===== config.mk =====
export PLATFORM = sky130hd
export DESIGN_NAME = alu_simd_pipelined_acc_flat
export DESIGN_NICKNAME = d
export VERILOG_FILES = /design/src/rtl/alu_simd_pipelined_acc_if.sv /design/src/rtl/alu_simd_pipelined_acc.sv /design/src/flat_wrapper.sv
export SDC_FILE = /design/constraint.sdc
export NUM_CORES = 1
export LEC_CHECK = 0
export ABC_AREA = 1
export CAP_MARGIN = 30
export CORE_MARGIN = 2
export CORE_UTILIZATION = 30
export DETAILED_ROUTE_END_ITERATION = 8
export DONT_BUFFER_PORTS = 1
export GPL_TIMING_DRIVEN = 0
export MAX_ROUTING_LAYER = met4
export PLACE_DENSITY = 0.49
export RECOVER_POWER = 25
export SLEW_MARGIN = 10
export SYNTH_ARGS = -nofsm -noshare
export SYNTH_HDL_FRONTEND = slang
export SYNTH_SLANG_ARGS = --single-unit

===== constraint.sdc =====
create_clock -name clk -period 19.7 [get_ports clk]
set_clock_uncertainty 0.15 [all_clocks]
set_input_delay 3.94 -clock clk [delete_from_list [all_inputs] [get_ports clk]]
set_output_delay 3.94 -clock clk [all_outputs]
set_load 0.03 [all_outputs]

===== src/rtl/alu_simd_pipelined_acc_if.sv =====
// Operand/config/result bundle for the pipelined SIMD ALU with accumulator.
// The master drives operands and configuration; the slave (the ALU) returns results.
interface alu_simd_pipelined_acc_if #(
    parameter int LANE_W    = 6,
    parameter int NUM_LANES = 5
);
    localparam int DATA_W = LANE_W * NUM_LANES;

    logic                   ce;
    logic                   in_valid;
    logic [1:0]             USE_SIMD;
    logic [1:0]             op;
    logic                   acc;
    logic                   acc_clr;
    logic                   CIN;
    logic [DATA_W-1:0]      X;
    logic [DATA_W-1:0]      Y;
    logic [DATA_W-1:0]      Z;
    logic [DATA_W-1:0]      S;
    logic [2*NUM_LANES-1:0] COUT;
    logic                   out_valid;

    modport master (
        output ce, in_valid, USE_SIMD, op, acc, acc_clr, CIN, X, Y, Z,
        input  S, COUT, out_valid
    );

    modport slave (
        input  ce, in_valid, USE_SIMD, op, acc, acc_clr, CIN, X, Y, Z,
        output S, COUT, out_valid
    );
endinterface


===== src/rtl/alu_simd_pipelined_acc.sv =====
// Two-stage SIMD ALU: 3-operand add with per-group 2-bit carry chains, or bitwise ops,
// with the result register P optionally substituted for Z to accumulate.
module alu_simd_pipelined_acc #(
    parameter int LANE_W    = 6,
    parameter int NUM_LANES = 5
) (
    input  logic                      clk,
    input  logic                      reset,
    alu_simd_pipelined_acc_if.slave   bus
);
    localparam int DATA_W = LANE_W * NUM_LANES;

    logic [DATA_W-1:0]      x_p1, y_p1, z_p1;
    logic                   cin_p1, acc_p1, clr_p1, vld_p1;
    logic [1:0]             op_p1, simd_p1;

    logic [DATA_W-1:0]      p_p2;
    logic [2*NUM_LANES-1:0] cout_p2;
    logic                   vld_p2;

    logic [DATA_W-1:0]      z_eff;
    logic [DATA_W-1:0]      sum_res;
    logic [2*NUM_LANES-1:0] sum_cout;
    logic [DATA_W-1:0]      result;
    logic [2*NUM_LANES-1:0] result_cout;
    logic [1:0]             carry;
    logic [1:0]             lane_ci;
    logic [LANE_W+1:0]      lane_sum;

    function automatic logic [LANE_W+1:0] lane_add(
        input logic [LANE_W-1:0] a,
        input logic [LANE_W-1:0] b,
        input logic [LANE_W-1:0] c,
        input logic [1:0]        ci
    );
        return {2'b00, a} + {2'b00, b} + {2'b00, c} + {{LANE_W{1'b0}}, ci};
    endfunction

    // USE_SIMD=11 behaves as per-lane grouping
    function automatic logic group_lo(input logic [1:0] simd, input int lane);
        case (simd)
            2'b00:   return lane == 0;
            2'b01:   return (lane % 2) == 0;
            default: return 1'b1;
        endcase
    endfunction

    function automatic logic group_hi(input logic [1:0] simd, input int lane);
        case (simd)
            2'b00:   return lane == NUM_LANES - 1;
            2'b01:   return ((lane % 2) == 1) || (lane == NUM_LANES - 1);
            default: return 1'b1;
        endcase
    endfunction

    // ---- stage 2: compute from stage-1 registers and P feedback ----
    always_comb begin
        z_eff    = acc_p1 ? (clr_p1 ? '0 : p_p2) : z_p1;
        carry    = 2'b00;
        lane_ci  = 2'b00;
        lane_sum = '0;
        sum_res  = '0;
        sum_cout = '0;
        for (int i = 0; i < NUM_LANES; i++) begin
            lane_ci  = group_lo(simd_p1, i) ? {1'b0, cin_p1} : carry;
            lane_sum = lane_add(x_p1[i*LANE_W +: LANE_W], y_p1[i*LANE_W +: LANE_W],
                                z_eff[i*LANE_W +: LANE_W], lane_ci);
            sum_res[i*LANE_W +: LANE_W] = lane_sum[LANE_W-1:0];
            carry = lane_sum[LANE_W+1:LANE_W];
            if (group_hi(simd_p1, i)) sum_cout[2*i +: 2] = carry;
        end

        result      = sum_res;
        result_cout = '0;
        case (op_p1)
            2'b00: result_cout = sum_cout;
            2'b01: result      = x_p1 ^ y_p1 ^ z_eff;
            2'b10: result      = x_p1 & y_p1;
            2'b11: result      = x_p1 | y_p1;
            default: result    = sum_res;
        endcase
    end

    // ---- stage 1 capture and stage 2 result register; ce freezes both ----
    always_ff @(posedge clk or posedge reset) begin
        if (reset) begin
            x_p1    <= '0;
            y_p1    <= '0;
            z_p1    <= '0;
            cin_p1  <= 1'b0;
            acc_p1  <= 1'b0;
            clr_p1  <= 1'b0;
            op_p1   <= 2'b00;
            simd_p1 <= 2'b00;
            vld_p1  <= 1'b0;
            p_p2    <= '0;
            cout_p2 <= '0;
            vld_p2  <= 1'b0;
        end else if (bus.ce) begin
            x_p1    <= bus.X;
            y_p1    <= bus.Y;
            z_p1    <= bus.Z;
            cin_p1  <= bus.CIN;
            acc_p1  <= bus.acc;
            clr_p1  <= bus.acc_clr;
            op_p1   <= bus.op;
            simd_p1 <= bus.USE_SIMD;
            vld_p1  <= bus.in_valid;
            vld_p2  <= vld_p1;
            if (vld_p1) begin
                p_p2    <= result;
                cout_p2 <= result_cout;
            end
        end
    end

    assign bus.S         = p_p2;
    assign bus.COUT      = cout_p2;
    assign bus.out_valid = vld_p2;
endmodule


===== src/flat_wrapper.sv =====
// flat-port wrapper written by rule: the top's interface ports become plain ports
module alu_simd_pipelined_acc_flat 
#(
    parameter int LANE_W    = 6,
    parameter int NUM_LANES = 5
)
  (clk, reset, bus_ce, bus_in_valid, bus_USE_SIMD, bus_op, bus_acc, bus_acc_clr, bus_CIN, bus_X, bus_Y, bus_Z, bus_S, bus_COUT, bus_out_valid);
  alu_simd_pipelined_acc_if #(.LANE_W(LANE_W), .NUM_LANES(NUM_LANES)) bus_i ();
  input  logic clk;
  input  logic reset;
  input wire logic [$bits(bus_i.ce)-1:0] bus_ce;
  input wire logic [$bits(bus_i.in_valid)-1:0] bus_in_valid;
  input wire logic [$bits(bus_i.USE_SIMD)-1:0] bus_USE_SIMD;
  input wire logic [$bits(bus_i.op)-1:0] bus_op;
  input wire logic [$bits(bus_i.acc)-1:0] bus_acc;
  input wire logic [$bits(bus_i.acc_clr)-1:0] bus_acc_clr;
  input wire logic [$bits(bus_i.CIN)-1:0] bus_CIN;
  input wire logic [$bits(bus_i.X)-1:0] bus_X;
  input wire logic [$bits(bus_i.Y)-1:0] bus_Y;
  input wire logic [$bits(bus_i.Z)-1:0] bus_Z;
  output wire logic [$bits(bus_i.S)-1:0] bus_S;
  output wire logic [$bits(bus_i.COUT)-1:0] bus_COUT;
  output wire logic [$bits(bus_i.out_valid)-1:0] bus_out_valid;
  assign bus_i.ce = bus_ce;
  assign bus_i.in_valid = bus_in_valid;
  assign bus_i.USE_SIMD = bus_USE_SIMD;
  assign bus_i.op = bus_op;
  assign bus_i.acc = bus_acc;
  assign bus_i.acc_clr = bus_acc_clr;
  assign bus_i.CIN = bus_CIN;
  assign bus_i.X = bus_X;
  assign bus_i.Y = bus_Y;
  assign bus_i.Z = bus_Z;
  assign bus_S = bus_i.S;
  assign bus_COUT = bus_i.COUT;
  assign bus_out_valid = bus_i.out_valid;
  alu_simd_pipelined_acc #(.LANE_W(LANE_W), .NUM_LANES(NUM_LANES)) u_core (.clk(clk), .reset(reset), .bus(bus_i));
endmodule

## Yosys cells after proc, flatten, opt, wreduce, memory -nomap -nowiden

Index checks and enable logic that the tools add are counted.

- Add/sub/neg operators: 15
- Multiply operators: 0
- Divide/modulo/power cells: 0
- $lt $le $gt $ge: 0
- Equal/unequal tests: 4
- Shift operators: 0
- Muxes and demuxes: 12
- Bitwise operators: 4
- Reductions and logical operators: 4

Operators with widths:

| operator | count |
|---|---|
| one-hot mux 30 bit (3 select lines) | 1 |
| 2-to-1 mux 30 bit | 2 |
| XOR 30 bit | 2 |
| adder 8 x 6 -> 8 bit | 5 |
| adder 6 x 6 -> 7 bit | 5 |
| adder 8 x 2 -> 8 bit | 4 |
| AND 30 bit | 1 |
| bitwise OR 30 bit | 1 |
| 2-to-1 mux 2 bit | 8 |
| 2-to-1 mux 10 bit | 1 |
| adder 8 x 1 -> 8 bit | 1 |
| == test 2 x 1 -> 1 bit, second input constant | 2 |
| == test 2 bit, second input constant | 2 |
| logical NOT 2 bit | 2 |
| AND reduction 2 bit | 1 |
| OR reduction 2 bit | 1 |

- Register bits after elaboration: 139
- Bits in latches: 0
- Bits in writable memories: 0
- ROM bits: 0
- Input bits: 101
- Output and inout bits: 41
- Logic and storage cells: 51
- Memories: 0

## Depth between registers and ports, before layout

- Depth in word-level cells: 13
- Depth in mapped cells: 67

## Least setup slack after synthesis

No wires, ideal clock.

- Kind: reg-to-reg
- Start: register u_core.y_p1[0]
- End: register u_core.p_p2[29] (netlist: u_core.bus.S[29])
- Library setup time: 0.118 ns
- Data arrival time: 8.370 ns
- Required time: 19.432 ns
- Setup slack: 11.063 ns
- Cell stages (with the launch flop): 59
- Buffers on the path: 0
- Clock period less this slack: 8.637 ns
- Cells stage by stage: dfrtp_1 > ha_1 > fa_1 > a31oi_1 > xor2_1 > inv_1 > ha_1 > nand2_1 > inv_1 > nand3_1 > nand3_1 > nand2_1 > nand2_1 > nand3_1 > fa_1 > inv_1 > ha_1 > inv_1 > (+23 left out) > nand2_1 > nand2_1 > nand2_1 > nand2_1 > nand2_1 > fa_1 > inv_1 > ha_1 > inv_1 > fa_1 > inv_1 > nand3_1 > nand2_1 > nand2_1 > nand3_1 > nand2_1 > nor2_1 > nor2_1

- Longest elaborated chain between the ends: 12

Ends and longest elaborated chain:

| element | line | source |
|---|---|---|
| from (decl) | alu_simd_pipelined_acc.sv:13 | `logic [DATA_W-1:0] x_p1, y_p1, z_p1;` |
| from (signal assigned) | alu_simd_pipelined_acc.sv:101 | `y_p1 <= bus.Y;` |
| adder 6 x 6 -> 7 bit | alu_simd_pipelined_acc.sv:36 | `return {2'b00, a} + {2'b00, b} + {2'b00, c} + {{LANE_W{1'b0}}, ci};` |
| adder 8 x 6 -> 8 bit | alu_simd_pipelined_acc.sv:36 |  |
| adder 8 x 1 -> 8 bit | alu_simd_pipelined_acc.sv:36 |  |
| 2-to-1 mux 2 bit | alu_simd_pipelined_acc.sv:65 | `lane_ci = group_lo(simd_p1, i) ? {1'b0, cin_p1} : carry;` |
| adder 8 x 2 -> 8 bit | alu_simd_pipelined_acc.sv:36 |  |
| 2-to-1 mux 2 bit | alu_simd_pipelined_acc.sv:65 |  |
| adder 8 x 2 -> 8 bit | alu_simd_pipelined_acc.sv:36 |  |
| 2-to-1 mux 2 bit | alu_simd_pipelined_acc.sv:65 |  |
| adder 8 x 2 -> 8 bit | alu_simd_pipelined_acc.sv:36 |  |
| 2-to-1 mux 2 bit | alu_simd_pipelined_acc.sv:65 |  |
| adder 8 x 2 -> 8 bit | alu_simd_pipelined_acc.sv:36 |  |
| one-hot mux 30 bit (3 select lines) | alu_simd_pipelined_acc.sv:75 | `case (op_p1)` |
| to (signal assigned) | alu_simd_pipelined_acc.sv:111 | `p_p2 <= result;` |
| to (decl) | alu_simd_pipelined_acc.sv:17 | `logic [DATA_W-1:0] p_p2;` |

Every way passes these cells.
A chain may end at the register's enable or synchronous reset.

==> flow_metrics.tcl <==
set metrics [dict create \
    drive_above_1_share_pct 8.94 \
    synth_async_reset_ratio_pct 100 \
    ir_worst_vdd_mv 0.0734 \
    clkSinkCount 139 \
    cpPeakStageDelay_ns 3.83 \
    power.net_switching_mw 0.516 \
    cpMaxStageDelayCell "clkbuf_1" \
    p_leak_nw 5.81 \
    ant_nets 0 \
    cp_data_required_time_ns 18.80 \
    r2r-end "u_core.bus.S[29]" \
    sequentialPowerShare_pct 35.5 \
    die_width_um 188 \
    yosysWarningCount 0 \
    clock_network_power_share_pct 27.9 \
    final-max-slew-violation-count 142 \
    gr-usage-all-layers_pct 21.4 \
    holdBufCountCts 0 \
    cts_tree "done" \
    pwrdens_mw_per_mm2 107 \
    synth_seq_cells 139 \
    filler_cell_count 3642 \
    finalCriticalPeriod_ns 9.97 \
    floorplan.core_area_mm2 0.0334 \
    cts.path.max_buffers 2 \
    worst_skew_pair.late_latency_ns 0.45 \
    io_buffers 0 \
    layout_common_cells "340 x nand2_1, 196 x inv_1, 139 x dfrtp_1, 125 x o21ai_0, 108 x nand3_1" \
    violations_in_the_final_reports "capacitance limit, slew limit" \
    synth_seq_area_share_pct 34.4 \
    synth.cell_area_mm2 0.0101 \
    setup.worst_path.end_class "async pin" \
    antenna_found_initial 2 \
    synth_compound_gate_area_share_pct 11.2 \
    finalNetCount 1556 \
    place.detailed.instances 1759 \
    synthToLayoutAreaGrowth_pct 11.7 \
    postSynthCellCount 1309 \
    drt_pass1_iterations 7 \
    die_area_mm2 0.0352 \
    run_status "finished with violations" \
    initialDrtViolationCount 572 \
    critPathKind "in -> async" \
    crit_fanout 92 \
    r2r_depth 61 \
    hold_depth 1 \
    slack_of_the_worst_reg_to_reg_path_ns 9.75 \
    synth_edf_count 0 \
    synth_xor_xnor_area_share_pct 2.08 \
    achievable-frequency_mhz 100 \
    drt-wirelength-per-cell_um 19.8 \
    syn_area_per_cell_um2 7.72 \
    layout_commonest_cell "nand2_1" \
    hpwl_um 26600 \
    cts_buffers 17 \
    timing.critical_path.depth 2 \
    muxShareOfSynthArea_pct 2.67 \
    synth_ff_type "dfrtp_1" \
    combinational_family_with_the_most_area_after_synthesis "simple AND/OR/NAND/NOR gates" \
    post-route-drc-count 0 \
    initial_core_util_pct 30.3 \
    place_area_mm2 0.0107 \
    synth-adder-area-share_pct 16.9 \
    vias_per_cell 4.85 \
    synth.distinct_cells 39 \
    cp.buffers_inverters 2 \
    grt_first_pass_wirelength_um 54400 \
    p_int_mw 0.689 \
    cts_htree_levels 4 \
    die_h_um 188 \
    finalInstanceArea_mm2 0.0113 \
    hold_violations 0 \
    routed_wirelength_um 35600 \
    critPathLaunchType "input port" \
    fin_cells 1793 \
    dr_total_vias 8694 \
    regToRegStartpoint "u_core.acc_p1" \
    clkTransAtPathRegs_ns 0.07 \
    swShare_pct 42.8 \
    postCtsSetupRepairBufs 0 \
    setup-violations-final 0 \
    hold_path_startpoint "u_core.z_p1[29]" \
    largest_net_degree_at_the_start_of_global_routing 93 \
    share_comb_of_total_power_pct 36.6 \
    synth-simple-area-share_pct 22.5 \
    critical_path.top_delay_family "buffers and inverters" \
    ios 142 \
    clock-root-buffer "clkbuf_16" \
    timing.final.crit_share_pct 50.6 \
    grt_remaining_overflow 0 \
    unrepaired_setup_endpoints_after_global_routing "no" \
    worstHoldPathType "reg -> reg" \
    via_count_of_the_first_global_routing_pass 8830 \
    worstPathCellList "clkinvlp_2, clkbuf_1" \
    gp_congestion 0.867 \
    worst_hold_path.endpoint "u_core.z_p1[29]" \
    cts_resized 0 \
    core.rowCount 67 \
    syn_nets 1535 \
    cap_violations 2 \
    finalSetupTns_ns 0 \
    slew_headroom_pct -258 \
    worst_pin_slew_ns 5.38 \
    worst-endpoint-arrival_ns 9.06 \
]
-- Yosys cell counts (14+ instances only) --
master | instances | area [um^2]
nand2_1 | 340 | 1280
inv_1 | 197 | 739
dfrtp_1 | 139 | 3480
o21ai_0 | 125 | 626
nand3_1 | 108 | 541
ha_1 | 106 | 1330
a21oi_1 | 48 | 240
nor2_1 | 36 | 135
mux2_2 | 24 | 270
xor2_1 | 22 | 193
buf_2 | 21 | 105
clkbuf_1 | 20 | 75.1
fa_1 | 19 | 380
nand2_2 | 14 | 87.6
nand3b_1 | 14 | 105
-- flip-flops by register name, summed over array words and instances, names as in the netlist, 2 cells and up --
| name | flops |
|---|---|
| u_core.bus.S | 30 |
| u_core.x_p1 | 30 |
| u_core.y_p1 | 30 |
| u_core.z_p1 | 30 |
| u_core.bus.COUT | 10 |
| u_core.op_p1 | 2 |
| u_core.simd_p1 | 2 |
-- power groups by stage --
| stage | combinational (mW) | sequential [mW] | clock, mW |
|---|---|---|---|
| 6_report | 0.441 | 0.428 | 0.337 |
| 5_1_grt | 0.512 | 0.436 | 0.355 |
| 4_1_cts | 0.441 | 0.430 | 0.344 |
| 3_5_place_dp | 0.437 | 0.435 | 0 |
| 3_3_place_gp | 0.432 | 0.435 | 0 |
| 2_1_floorplan | 0.334 | 0.413 | 0 |
-- kinds of logic (layout without fill, tap and decap cells) --
family	after synthesis	after routing
flip-flops	139	139
adder cells (fa/ha/maj)	125	125
multiplexers	24	24
buffers and inverters	254	288
AND/OR/NAND/NOR	534	534
AO/OA/AOI/OAI	209	209
other	0	2
XOR/XNOR	24	24
-- through the flow --
| stage | power [mW] | hold slack, ns | utilization, % | worst slack [ns] |
|---|---|---|---|---|
| 2_1_floorplan | 0.747 | 0.331 | - | 11.06 |
| 3_3_place_gp | 0.867 | 0.339 | 32.0 | 9.81 |
| 3_5_place_dp | 0.872 | 0.347 | 32.1 | 9.84 |
| 4_1_cts | 1.22 | 0.363 | 33.9 | 9.78 |
| 5_1_grt | 1.30 | 0.373 | 33.8 | 8.40 |
| 6_report | 1.21 | 0.363 | 33.8 | 9.73 |
-- worst max-delay path by stage --
stage	start	to	slack, ns
2_1_floorplan	u_core.y_p1[0]	u_core.bus.S[29]	11.06
3_3_place_gp	reset	u_core.z_p1[27]	9.81
3_5_place_dp	u_core.acc_p1	u_core.bus.S[29]	9.84
4_1_cts	u_core.acc_p1	u_core.bus.S[29]	9.78
5_1_grt	reset	u_core.y_p1[27]	8.40
6_report	reset	u_core.y_p1[28]	9.73
-- layout make-up --
cell class                      instances  area (um^2)  area share [%]
Multi-Input combinational cell        916         5600            49.6
Sequential cell                       139         3480            30.8
Inverter                              204          769            6.82
Tap cell                              448          561            4.97
Clock buffer                           19          453            4.01
Buffer                                 50          264            2.34
Clock inverter                         13          143            1.26
Timing Repair Buffer                    2         18.8           0.166
Antenna cell                            2         5.00          0.0443
-- metal layers --
metal	vias to the layer above	GRT usage, %	part of all wire [%]
met5	-	-	0
met4	0	7.09	2.7
met3	44	5.17	6.6
met2	263	32.4	44
met1	4141	28.2	46
li1	4246	-	-
No activity file was read; power rests on OpenSTA's default activity.
